--- src/rtl/tmds_pkg.sv ---
// Shared TMDS definitions: control tokens, FSM states
// and the data-symbol decode used by the receive channel.
package tmds_pkg;

    localparam logic [9:0] CTRL_TOKEN_00 = 10'h354;
    localparam logic [9:0] CTRL_TOKEN_01 = 10'h0AB;
    localparam logic [9:0] CTRL_TOKEN_10 = 10'h154;
    localparam logic [9:0] CTRL_TOKEN_11 = 10'h2AB;

    localparam logic ST_SEARCH_ENC = 1'b0;
    localparam logic ST_LOCKED_ENC = 1'b1;

    typedef enum logic {
        S_SEARCH = ST_SEARCH_ENC,
        S_LOCKED = ST_LOCKED_ENC
    } state_t;

    typedef struct packed {
        logic       is_ctrl;
        logic [1:0] c;
        logic [7:0] d;
    } sym_t;

    function automatic sym_t tmds_decode(input logic [9:0] q);
        sym_t       r;
        logic [7:0] qi;
        r.is_ctrl = 1'b1;
        r.c       = 2'b00;
        r.d       = 8'h00;
        case (q)
            CTRL_TOKEN_00: r.c = 2'b00;
            CTRL_TOKEN_01: r.c = 2'b01;
            CTRL_TOKEN_10: r.c = 2'b10;
            CTRL_TOKEN_11: r.c = 2'b11;
            default:       r.is_ctrl = 1'b0;
        endcase
        qi = q[9] ? ~q[7:0] : q[7:0];
        r.d[0] = qi[0];
        for (int i = 1; i < 8; i++) begin
            r.d[i] = q[8] ? (qi[i] ^ qi[i-1]) : ~(qi[i] ^ qi[i-1]);
        end
        return r;
    endfunction

    function automatic logic [3:0] next_offset(input logic [3:0] o);
        return (o == 4'd9) ? 4'd0 : o + 4'd1;
    endfunction

endpackage

--- src/rtl/tmds_channel_decoder_symbol.sv ---
// Combinational decode of one aligned 10-bit TMDS symbol
// into control flag, control bits and data byte.
module tmds_symbol_decode
    import tmds_pkg::*;
(
    input  logic [9:0] aligned,
    output logic       is_ctrl,
    output logic [1:0] c,
    output logic [7:0] d
);

    sym_t sym;

    // Pure lookup/XOR decode of the aligned symbol
    always_comb begin
        sym     = tmds_decode(aligned);
        is_ctrl = sym.is_ctrl;
        c       = sym.c;
        d       = sym.d;
    end

endmodule

--- src/rtl/tmds_channel_decoder.sv ---
// One TMDS receive channel: word alignment by control-token
// runs, then symbol decode to pixel data or control bits.
module tmds_channel_decoder
    import tmds_pkg::*;
#(
    parameter int CTRL_RUN       = 8,
    parameter int SEARCH_TIMEOUT = 4096,
    parameter int LOSS_TIMEOUT   = 4096,
    parameter int CNT_W          = 13
) (
    input  logic       pix_clk,
    input  logic       rst,
    input  logic [9:0] tmds_word,
    output logic [7:0] data_out,
    output logic [1:0] c_out,
    output logic       de_out,
    output logic       locked,
    output logic [3:0] bit_offset
);

    localparam int RUN_W = $clog2(CTRL_RUN + 1);

    logic [9:0]       r0;
    logic [9:0]       r1;
    logic [19:0]      shifted;
    logic [9:0]       aligned;
    logic             is_ctrl;
    logic [1:0]       sym_c;
    logic [7:0]       sym_d;

    state_t           state;
    state_t           state_nxt;
    logic [RUN_W-1:0] run_cnt;
    logic [RUN_W-1:0] run_nxt;
    logic [CNT_W-1:0] tmo_cnt;
    logic [CNT_W-1:0] tmo_nxt;
    logic [1:0]       prev_c;
    logic [1:0]       prev_nxt;
    logic [3:0]       off_nxt;
    logic [7:0]       data_nxt;
    logic [1:0]       c_nxt;
    logic             de_nxt;

    // r1 holds the older word, so the serial stream runs low-to-high
    assign shifted = {r0, r1} >> bit_offset;
    assign aligned = shifted[9:0];
    assign locked  = (state == S_LOCKED);

    tmds_symbol_decode u_dec (
        .aligned (aligned),
        .is_ctrl (is_ctrl),
        .c       (sym_c),
        .d       (sym_d)
    );

    // Alignment FSM, counters and next output values
    always_comb begin
        state_nxt = state;
        run_nxt   = run_cnt;
        tmo_nxt   = tmo_cnt;
        prev_nxt  = prev_c;
        off_nxt   = bit_offset;
        data_nxt  = 8'h00;
        c_nxt     = 2'b00;
        de_nxt    = 1'b0;

        if (state == S_LOCKED) begin
            if (is_ctrl) begin
                c_nxt = sym_c;
            end else begin
                de_nxt   = 1'b1;
                data_nxt = sym_d;
                c_nxt    = c_out;
            end
        end

        unique case (state)
            S_SEARCH: begin
                if (!is_ctrl) begin
                    run_nxt = '0;
                end else if (run_cnt != '0 && sym_c == prev_c) begin
                    run_nxt = run_cnt + 1'b1;
                end else begin
                    run_nxt = RUN_W'(1);
                end
                if (is_ctrl) begin
                    prev_nxt = sym_c;
                end
                tmo_nxt = tmo_cnt + 1'b1;
                if (run_nxt == RUN_W'(CTRL_RUN)) begin
                    state_nxt = S_LOCKED;
                    run_nxt   = '0;
                    tmo_nxt   = '0;
                end else if (tmo_cnt == CNT_W'(SEARCH_TIMEOUT - 1)) begin
                    off_nxt = next_offset(bit_offset);
                    run_nxt = '0;
                    tmo_nxt = '0;
                end
            end
            S_LOCKED: begin
                if (is_ctrl) begin
                    tmo_nxt = '0;
                end else if (tmo_cnt == CNT_W'(LOSS_TIMEOUT - 1)) begin
                    state_nxt = S_SEARCH;
                    off_nxt   = next_offset(bit_offset);
                    run_nxt   = '0;
                    tmo_nxt   = '0;
                end else begin
                    tmo_nxt = tmo_cnt + 1'b1;
                end
            end
        endcase
    end

    // Word window, FSM state and output registers
    always_ff @(posedge pix_clk) begin
        if (rst) begin
            r0         <= '0;
            r1         <= '0;
            state      <= S_SEARCH;
            run_cnt    <= '0;
            tmo_cnt    <= '0;
            prev_c     <= '0;
            bit_offset <= '0;
            data_out   <= '0;
            c_out      <= '0;
            de_out     <= 1'b0;
        end else begin
            r0         <= tmds_word;
            r1         <= r0;
            state      <= state_nxt;
            run_cnt    <= run_nxt;
            tmo_cnt    <= tmo_nxt;
            prev_c     <= prev_nxt;
            bit_offset <= off_nxt;
            data_out   <= data_nxt;
            c_out      <= c_nxt;
            de_out     <= de_nxt;
        end
    end

endmodule

--- config.mk ---
export PLATFORM = sky130hd
export DESIGN_NAME = tmds_channel_decoder
export DESIGN_NICKNAME = d
export VERILOG_FILES = /design/src/rtl/tmds_pkg.sv /design/src/rtl/tmds_channel_decoder_symbol.sv /design/src/rtl/tmds_channel_decoder.sv
export SDC_FILE = /design/constraint.sdc
export NUM_CORES = 1
export LEC_CHECK = 0
export CORE_MARGIN = 2
export CORE_UTILIZATION = 55
export CTS_BUF_LIST = sky130_fd_sc_hd__clkbuf_8
export DETAILED_ROUTE_END_ITERATION = 8
export HOLD_SLACK_MARGIN = 0.15
export PLACE_DENSITY_LB_ADDON = 0.3
export REMOVE_ABC_BUFFERS = 1
export SLEW_MARGIN = 20
export SYNTH_ARGS = -nofsm -noshare
export SYNTH_HDL_FRONTEND = slang
export SYNTH_SLANG_ARGS = --single-unit
--- constraint.sdc ---
create_clock -name pix_clk -period 4.5 [get_ports pix_clk]
set_input_delay 1.35 -clock pix_clk [delete_from_list [all_inputs] [get_ports pix_clk]]
set_output_delay 1.35 -clock pix_clk [all_outputs]
set_load 0.01 [all_outputs]
==> results by group <==
Critical path
  • Critical Path Sink Type: flip-flop
  • Worst EP arrival: ~4.3 ns
  • Critical Path RT: ~4.7 ns
  • Worst Path Max Fanout: 20
  • R2R depth: 10
  • R2r endpoint: tmo_cnt[2]
  • Crit path kind: reg -> reg
  • Reg2reg start: bit_offset[0]
  • Internal reg-to-reg setup slack: between 0.4 and 0.5 ns
  • CP startpoint kind: flip-flop
  • Cell mode on critical path: nor2_1
  • Critical path cell sequence: mux4_2 > a221oi_1 > nor2_1 > a2111oi_4 > and3_1 > a311o_4 > o2111ai_2 > a21oi_2 > or3_4 > nor2_1
  • Slowest cell on crit path: dfxtp_1
  • Max incr delay on CP: between 0.9 and 1 ns

Pwr
  • P_leak: 1.24 nW
  • Internal power: around 650 uW
  • Maximum vdd ir drop: 151 uV
  • Sw Ratio: about a quarter
  • Clock share of power: roughly 32%
  • Power Density: 239 nW/um^2
  • Flop pwr share: a little under 60%
  • Combinational group share of total power: under 10%
  • Sw power: ~210 uW

Global routing
  • GRT met3 Usage: under 10%
  • Routing usage on met2: between 30% and 40%
  • Overall Global Routing Usage: a little over a fifth
  • Initial antenna violation count: 0
  • First-pass GRT wire length: 10600 microns
  • GRT busiest layer: met2
  • Total grt overflow: 0
  • Vias in the first global route: 2301
  • Global Route met1 Usage: between 20% and 30%
  • Largest net degree at the start of global routing: 21

CTS
  • Root Driver: clkbuf_8
  • # hold bufs at CTS: 0
  • Clock latency on the worst-skew pair: roughly 0.32 ns
  • Total CTS buffers: 5
  • # clock sinks: between 50 and 60
  • CTS H-Tree Depth: 2
  • Max clock buf depth: 2
  • Cts repair resizes: 0
  • Setup bufs post-CTS: 0
  • Reg clk slew, reported paths: 0.10 ns
  • CTS tree: done

Layout
  • Finished Layout Cells: 407
  • Ant. Diodes: 0
  • Register area: around 1100 sq um
  • # fillers: 479
  • Area grow syn2layout: 11.7%
  • Layout cell share with drive strength beyond 1: a little under a fifth
  • # nets final: approximately 350
  • Area of the multi-input gates: about 2000 sq um

Synth
  • Biggest area consumer among synthesized cells: dfxtp_1
  • Top area cells in the synthesized netlist: dfxtp_1, mux4_2, nor2b_1
  • Seq/Total Area, Yosys: between 30% and 40%
  • Top FF cell, synth: dfxtp_1
  • Synth Instances: roughly 310
  • Top-area cell type share of the netlist area: around 34%
  • Post-synth EDFFs: 0
  • Flops & latches, synth: 55
  • Mapped Avg Cell Area: 10.4 sq um
  • Ys async rst share: 0%
  • Mapped Area: approximately 3200 sq um
  • Yosys cell types: 65
  • Synth warn: 0

STA
  • Setup TNS: 0 ns
  • Worst rel slew slack: 39.9%
  • RSZ-0062 raised after global routing: false
  • Fin. Hold Viols: 0
  • Maximum clock frequency: between 0.2 and 0.25 GHz
  • Worst-Margin Slew: between 0.9 and 1 ns
  • Final slew viol count: 0
  • Post-route clock skew: 0.00746 ns
  • Finish-stage setup viols: 0
  • Final Critical Period: around 4.1 ns
  • Period utilization: roughly nine tenths

Worst hold path
  • Hold EP: c_out[1]
  • Hold path startpoint: c_out[1]
  • Worst Hold Class: reg -> reg
  • Hold path depth: 2

Drt
  • Avg WL per Cell: 15.2 microns
  • Routed vias/inst: roughly 6
  • Total wire length: ~6200 microns
  • DR vias: ~2400
  • DR DRC count: 0
  • 1st-iter DRT viols: roughly 210
  • Routed Antenna Nets: 0
  • DRT Pass-1 Iters: 4

Place
  • HPWL Detailed: ~4600 microns
  • Inst Count DP: around 400
  • # port buffers: 27
  • GPL Wtd Cong: 0.904

Floorplan
  • Die Ht: approximately 80 microns
  • Die area: about 6500 sq um
  • Initial Util: between 50 and 60%
  • Core Area: 5610 sq um
  • Die W: roughly 81 microns
  • IO Count: 28
  • Site row count: 27

Run
  • Max Cap Viol: 0

Status
  • Outcome: complete, no violations
[worst max-delay path by stage]
| stage | from | to | depth (start not counted) |
|---|---|---|---|
| 3_5_place_dp | bit_offset[0] | tmo_cnt[2] | 10 |
| 5_1_grt | bit_offset[0] | tmo_cnt[2] | 10 |
| 4_1_cts | bit_offset[0] | tmo_cnt[2] | 10 |
| 3_3_place_gp | bit_offset[0] | tmo_cnt[2] | 10 |
| 2_1_floorplan | bit_offset[0] | bit_offset[2] | 10 |
| 6_report | bit_offset[0] | tmo_cnt[2] | 10 |
[metal layers]
layer / routed length [microns] / vias up
li1: - / 1164
met1: 2690 / 1133
met2: 2990 / 90
met3: 350 / 15
met4: 137 / 0
met5: 0 / -
[cell usage in the layout, fill, tap and decap left out, types with 4 or more instances in the layout]
| master | count |
|---|---|
| a21oi_1 | 10 |
| and3_1 | 7 |
| buf_4 | 7 |
| clkbuf_8 | 5 |
| clkdlybuf4s50_1 | 27 |
| dfxtp_1 | 55 |
| inv_1 | 10 |
| mux2i_1 | 4 |
| mux4_2 | 19 |
| nand2_1 | 13 |
| nand3_1 | 11 |
| nor2_1 | 30 |
| nor2_4 | 7 |
| nor2b_1 | 29 |
| nor3_1 | 5 |
| or3_1 | 4 |
| xnor2_1 | 14 |
| xor2_1 | 9 |
[cells in the mapped netlist (all sizes together) (2+ instances only)]
cell type and instances:
and2 2, mux4 22, clkbuf 6, mux2 4
nor2b 30, inv 10, nor4 3, or3 5
a32oi 2, nor3b 2, o21a 3, a22oi 3
dfxtp 55, and3 7, nand3 11, nor3 5
mux2i 4, nand2b 4, or2 3, o21ai 5
nand2 13, nand4 2, xnor2 14, o2111ai 2
ha 3, buf 12, a21oi 12, nor2 40
xor2 9, a31o 2
[cell type report]
class,instances,area share (%)
clock buffer,5,1.91
clock inverter,3,0.554
inverter,10,1.04
multi-input combinational,228,54.6
sequential,55,30.5
tap,72,2.49
timing repair buffer,34,8.94
[power by group through the flow]
stage / logic [mW] / registers, mW / clock network [mW]
after floorplan: 0.0521 / 0.516 / 0
after global placement: 0.0725 / 0.521 / 0
after detailed placement: 0.0736 / 0.522 / 0
after CTS: 0.0741 / 0.510 / 0.285
after global routing: 0.0806 / 0.513 / 0.307
final: 0.0736 / 0.511 / 0.279
[stage by stage]
| stage | cell area (sq um) | power, mW | hold WS [ns] | utilization, % | setup WS [ns] |
|---|---|---|---|---|---|
| after floorplan | 3110 | 0.568 | 0.439 | - | 0.556 |
| after global placement | 3520 | 0.593 | 0.453 | 62.8 | 0.514 |
| after detailed placement | 3520 | 0.595 | 0.453 | 62.8 | 0.470 |
| after CTS | 3610 | 0.870 | 0.469 | 64.4 | 0.447 |
| after global routing | 3610 | 0.900 | 0.501 | 64.4 | 0.114 |
| final | 3610 | 0.863 | 0.471 | 64.4 | 0.437 |
[cell families after synthesis]
family                     count (synthesis)  synth area share, %
DFF                                       55                 34.1
adders and majority gates                  3                 1.16
muxes                                     30                 18.5
and+or+nand+nor                          130                 23.0
buffers and inverters                     28                 4.95
xor gates and xnor gates                  23                 6.23
AOI/OAI and AO/OA                         42                 12.1
[state kept, by name, indices dropped and copies added, names as in the netlist]
register / flops
prev_c: 2
de_out: 1
data_out: 8
bit_offset: 4
run_cnt: 4
r1: 10
c_out: 2
tmo_cnt: 13
r0: 10
locked: 1
[worst max-delay path: cells and delay by family, from the launching register on]
family / cells / cell delay [ns]
AO/OA/AOI/OAI: 5 / 1.43
multiplexers: 1 / 0.63
AND/OR/NAND/NOR: 4 / 0.95
flip-flops: 1 / 0.92
Note: power is estimated with default switching activity, not from simulation.
